`src/rtl/alu_share_arbiter.sv`:
```
// alu_share_arbiter: round-robin share of one combinational ALU
// between NREQ valid/ready requesters, with one registered response slot.
//
// Ports
//   clk, rst     : rising-edge clock, synchronous active-high reset
//   req_valid    : NREQ request-present bits, bit i = requester i
//   req_ready    : NREQ accept strobes (one-hot or all zero)
//   req_op1/op2  : packed operands, requester i at [i*XLEN +: XLEN]
//   req_alu_op   : packed 4-bit ALU opcodes, requester i at [i*4 +: 4]
//   alu_op1/op2  : operands driven to the shared ALU
//   alu_op_o     : opcode driven to the shared ALU
//   alu_result   : ALU result (combinational, same cycle)
//   alu_zero     : ALU zero flag (combinational, same cycle)
//   rsp_valid    : response slot holds a result
//   rsp_ready    : consumer takes the response this cycle
//   rsp_result   : registered ALU result
//   rsp_zero     : registered zero flag
//   rsp_id       : index of the requester owning the response

module alu_share_arbiter #(
  parameter  int NREQ = 2,
  parameter  int XLEN = 32,
  localparam int IDW  = (NREQ > 1) ? $clog2(NREQ) : 1
) (
  input  logic                 clk,
  input  logic                 rst,
  input  logic [NREQ-1:0]      req_valid,
  output logic [NREQ-1:0]      req_ready,
  input  logic [NREQ*XLEN-1:0] req_op1,
  input  logic [NREQ*XLEN-1:0] req_op2,
  input  logic [NREQ*4-1:0]    req_alu_op,
  output logic [XLEN-1:0]      alu_op1,
  output logic [XLEN-1:0]      alu_op2,
  output logic [3:0]           alu_op_o,
  input  logic [XLEN-1:0]      alu_result,
  input  logic                 alu_zero,
  output logic                 rsp_valid,
  input  logic                 rsp_ready,
  output logic [XLEN-1:0]      rsp_result,
  output logic                 rsp_zero,
  output logic [IDW-1:0]       rsp_id
);

  logic [IDW-1:0] rr_ptr;
  logic [IDW-1:0] rr_nxt;
  logic [IDW-1:0] gnt_idx;
  logic [IDW-1:0] cand;
  logic [IDW:0]   sum;
  logic           gnt_found;
  logic           slot_free;
  logic           gnt;

  // Slot can take a new result if empty or being drained now.
  assign slot_free = !rsp_valid || rsp_ready;

  // Rotating priority search starting at rr_ptr.
  // sum is one bit wider so rr_ptr+k never overflows
  // before the modulo fold.
  always_comb begin
    gnt_found = 1'b0;
    gnt_idx   = '0;
    sum       = '0;
    cand      = '0;
    for (int k = 0; k < NREQ; k++) begin
      sum = {1'b0, rr_ptr} + (IDW+1)'(k);
      if (sum >= (IDW+1)'(NREQ)) begin
        sum = sum - (IDW+1)'(NREQ);
      end
      cand = sum[IDW-1:0];
      if (!gnt_found && req_valid[cand]) begin
        gnt_found = 1'b1;
        gnt_idx   = cand;
      end
    end
  end

  // No grant while in reset so req_ready stays low.
  assign gnt = slot_free && gnt_found && !rst;

  // Ready strobes and ALU operand mux; idle inputs
  // are forced to zero/AND so the ALU sees no stale data.
  always_comb begin
    req_ready = '0;
    alu_op1   = '0;
    alu_op2   = '0;
    alu_op_o  = 4'b0000;
    for (int i = 0; i < NREQ; i++) begin
      if (gnt && (gnt_idx == IDW'(i))) begin
        req_ready[i] = 1'b1;
        alu_op1      = req_op1[i*XLEN +: XLEN];
        alu_op2      = req_op2[i*XLEN +: XLEN];
        alu_op_o     = req_alu_op[i*4 +: 4];
      end
    end
  end

  // Next pointer: one past the winner, wrapping at NREQ-1.
  // With NREQ=1 the winner is always NREQ-1, so it stays 0.
  always_comb begin
    if (gnt_idx == IDW'(NREQ-1)) begin
      rr_nxt = '0;
    end else begin
      rr_nxt = gnt_idx + IDW'(1);
    end
  end

  // Response slot and pointer. On drain without refill only
  // rsp_valid drops; the data fields keep their last values.
  always_ff @(posedge clk) begin
    if (rst) begin
      rsp_valid  <= 1'b0;
      rsp_result <= '0;
      rsp_zero   <= 1'b0;
      rsp_id     <= '0;
      rr_ptr     <= '0;
    end else if (gnt) begin
      rsp_valid  <= 1'b1;
      rsp_result <= alu_result;
      rsp_zero   <= alu_zero;
      rsp_id     <= gnt_idx;
      rr_ptr     <= rr_nxt;
    end else if (rsp_ready) begin
      rsp_valid  <= 1'b0;
    end
  end

endmodule

```
`config.mk`:
```
export PLATFORM = sky130hd
export DESIGN_NAME = alu_share_arbiter
export DESIGN_NICKNAME = d
export VERILOG_FILES = /design/src/rtl/alu_share_arbiter.sv
export SDC_FILE = /design/constraint.sdc
export NUM_CORES = 1
export LEC_CHECK = 0
export CAP_MARGIN = 20
export CORE_AREA = 2 2 108 110
export DETAILED_ROUTE_END_ITERATION = 12
export DIE_AREA = 0 0 110 112
export PLACE_DENSITY_LB_ADDON = 0.12
export SLEW_MARGIN = 5
export SYNTH_ARGS = -nofsm -noshare
export SYNTH_HDL_FRONTEND = slang
export SYNTH_SLANG_ARGS = --single-unit
```
`constraint.sdc`:
```
create_clock -name clk -period 2.6 [get_ports clk]
set_clock_uncertainty 0.15 [all_clocks]
set_input_delay 0.65 -clock clk [delete_from_list [all_inputs] [get_ports clk]]
set_output_delay 0.65 -clock clk [all_outputs]
set_load 0.02 [all_outputs]
```
==> results.py, run 1 <==
metrics = {
    "final_layout": {
        "fill_cells": 1079,
        "final_area_sq_um": 5640,
        "multi_input_comb_area_sq_um": 1125,
        "antenna_cells": 0,
        "drive_above_1_share_pct": 23.48,
        "utilization_pct": 50.48,
        "area_growth_pct": 165.0,
        "regArea_sq_um": 720.7,
        "layout.nets": 714,
    },
    "floorplanning": {
        "core-area_sq_um": 11170,
        "rows": 39,
        "pin_count": 279,
        "dieWidth_um": 110,
        "dieArea_sq_um": 12320,
        "fp.dieH_um": 112,
        "initial_core_util_pct": 19.05,
    },
    "grt": {
        "grt-ovfl-total": 0,
        "grt_pass1_wl_um": 17310,
        "grt_pass1_vias": 3062,
        "antenna_found_initial": 1,
        "grt_usage_pct": 17.94,
        "grt_max_degree": 35,
    },
    "min_path": {
        "hp-class": "reg -> reg",
    },
    "status": {
        "violations": "negative setup slack",
        "status": "finished, violations left",
    },
    "pwr": {
        "vdd_drop_max_mv": 0.3453,
        "total_power_w": 0.002139,
        "p_leak_nw": 2.383,
        "p_per_area_nw_per_um2": 379.2,
    },
    "place": {
        "hpwl_um": 9334,
        "place_congestion": 0.8297,
        "dpl_cell_area_sq_um": 5150,
        "io_buffers": 278,
    },
    "sta": {
        "tns_ps": -1263,
        "fmax_mhz": 373.7,
        "rsz0062_at_grt": "true",
        "setup_viol": 34,
        "fin_crit_sh_pct": 102.9,
        "setup_ws_ps": -76.06,
        "tightest_slew_ps": 386.6,
        "slew_viol_final": 0,
        "slew_headroom_pct": 74.23,
        "hold_viol_final": 0,
        "period_needed_ps": 2676,
    },
    "clocking": {
        "clkSlewWorstSetupHoldPaths_ps": 50,
        "numClockSinks": 36,
        "h-tree-depth": 2,
        "cts_tree": "yes",
        "insertion_delay_ps": 260,
        "ctsLongestPathBuffers": 2,
        "cts-root-buf": "clkbuf_16",
        "cts_made_buffers": 5,
    },
    "setup_path": {
        "cp.required_ps": 1800,
        "reg2reg_depth": 6,
        "r2r-end": "rsp_result[26]$_SDFFE_PP0P_",
        "reg2reg_slack_ps": 700,
        "end_kind": "primary output",
        "crit_type": "in -> out",
        "critPathLaunchType": "input port",
        "arrival_ps": 1880,
        "crit-reg2reg-launch": "rsp_valid$_SDFFE_PP0P_",
        "worstPathMaxFanout": 4,
        "crit_end": "alu_op2[18]",
        "crit_start": "req_valid[0]",
    },
    "flow_run": {
        "cap_violations": 0,
    },
    "synthesis": {
        "synth.area.mux_share_pct": 0,
        "synthXorXnorAreaFrac_pct": 0,
        "synth_adder_area_share_pct": 0,
        "synthesis.area_sq_um": 2128,
        "synth_cell_type_count": 19,
        "synth-seq-cells": 36,
        "synth_top_family_by_area": "compound AO/OA/AOI/OAI gates",
        "syn_nets": 419,
        "synth_compound_area_share_pct": 50.44,
        "synth.avg_cell_area_sq_um": 8.687,
        "ys_warn_count": 0,
        "seq_area_frac_synth_pct": 33.86,
        "syn_inst": 245,
        "yosys.area_share.simple_pct": 1.058,
    },
    "detailed_routing": {
        "final_antenna_net_count": 0,
        "vias": 3112,
        "via_per_inst": 4.550,
        "wl_per_cell_um": 17.82,
        "wirelength_um": 12190,
        "drc": 0,
        "drt_iter0_drc": 109,
        "firstDrtPassIters": 4,
    },
}
==> worst max-delay path, stage by stage <==
cell and delay [ps]:
buf_8 80, inv_4 30, a2111oi_4 350, buf_4 180, clkbuf_16 130, buf_6 90
buf_6 90, a22o_1 150, buf_6 120
==> state kept, by name (all words and copies together), names as in the netlist <==
signal and flops:
rsp_result 32, rr_ptr 1, rsp_id 1, rsp_valid 1, rsp_zero 1
==> placed cells by master (no fill, tap or decap), types with 2 or more instances in the layout <==
| master | Yosys | routed |
|---|---|---|
| a21oi_1 | 2 | 2 |
| o21ai_0 | 33 | 33 |
| buf_8 | 0 | 3 |
| o211ai_1 | 33 | 33 |
| clkdlybuf4s50_1 | 0 | 204 |
| buf_4 | 0 | 16 |
| buf_2 | 5 | 4 |
| clkbuf_16 | 0 | 8 |
| clkbuf_1 | 15 | 2 |
| dfxtp_1 | 36 | 36 |
| buf_12 | 0 | 7 |
| inv_1 | 34 | 34 |
| buf_6 | 8 | 79 |
| a22o_1 | 68 | 66 |
| a22o_4 | 0 | 2 |
==> report_power, final <==
group	internal (W)	switching (W)	total [W]
clock network	0.000357	0.000219	0.000576
logic	0.000565	0.000381	0.000946
registers	0.000594	0.0000225	0.000616
total	0.00152	0.000623	0.00214
==> stage by stage <==
step                std cells  hold WS (ps)  setup WS (ps)
floorplan                 245         371.8          42.81
global placement          660         288.6         -985.8
detailed placement        660         291.4         -974.2
CTS                       681         301.6         -198.7
global route              684         328.8         -152.4
finish                    684         297.6         -76.06
==> Yosys cell counts, drive strengths merged <==
cell type | instances | area (sq um)
a2111oi | 1 | 27.53
a211oi | 1 | 7.510
a21oi | 2 | 10.01
a22o | 68 | 595.6
a311oi | 1 | 8.760
buf | 13 | 115.1
clkbuf | 16 | 61.30
dfxtp | 36 | 720.7
inv | 36 | 135.1
nand2b | 1 | 6.260
nor2 | 1 | 3.750
nor2b | 1 | 6.260
o2111a | 1 | 11.26
o211ai | 33 | 247.7
o21ai | 33 | 165.2
or3 | 1 | 6.260
==> kinds of logic (layout without fill, tap and decap cells) <==
group           Yosys count  after routing
flops                    36             36
buf+inv                  65            361
simple gates              4              4
compound gates          140            140
==> layer usage <==
| layer | part of all wire, % | vias up | track usage [%] |
|---|---|---|---|
| met5 | 0.11 | - | 0 |
| met4 | 0.38 | 2 | 1.097 |
| met3 | 11 | 6 | 5.679 |
| met2 | 49 | 144 | 31.62 |
| met1 | 40 | 1447 | 22.12 |
| li1 | - | 1513 | - |
==> worst min path at each step <==
stage / from / endpoint / slack, ps / cells past startpoint
floorplan: rr_ptr$_SDFFE_PP0P_ / rr_ptr$_SDFFE_PP0P_ / 370 / 1
global placement: rsp_id$_SDFFE_PP0P_ / rsp_id$_SDFFE_PP0P_ / 290 / 2
detailed placement: rsp_id$_SDFFE_PP0P_ / rsp_id$_SDFFE_PP0P_ / 290 / 2
CTS: rsp_id$_SDFFE_PP0P_ / rsp_id$_SDFFE_PP0P_ / 300 / 2
global route: rsp_id$_SDFFE_PP0P_ / rsp_id$_SDFFE_PP0P_ / 330 / 2
finish: rsp_id$_SDFFE_PP0P_ / rsp_id$_SDFFE_PP0P_ / 300 / 2
==> layout make-up <==
cell class | instances | share of cell area, %
Clock buffer | 7 | 2.351
Clock inverter | 1 | 0.1553
Inverter | 36 | 2.440
Multi-Input combinational cell | 144 | 19.94
Sequential cell | 36 | 12.78
Tap cell | 143 | 3.172
Timing Repair Buffer | 317 | 59.16
==> what timing repair did <==
action | CTS | global route
pin swaps | 30 | 21
endpoints found under the setup margin | 70 | 69
cloned | 3 | 2
resized for setup | 429 | 19
buffers inserted | 10 | 5
hold buffers | 0 | 0
Power figures use the tool's default switching activity.
==> run 2, diff against run 1 <==
--- a/config.mk
+++ b/config.mk
@@ -9,6 +9,7 @@
 export CORE_AREA = 2 2 108 110
 export DETAILED_ROUTE_END_ITERATION = 12
 export DIE_AREA = 0 0 110 112
+export GPL_ROUTABILITY_DRIVEN = 0
 export PLACE_DENSITY_LB_ADDON = 0.12
 export SLEW_MARGIN = 5
 export SYNTH_ARGS = -nofsm -noshare
==> results of run 2 <==
Final layout, timing and power as in run 1 (identical DEF).
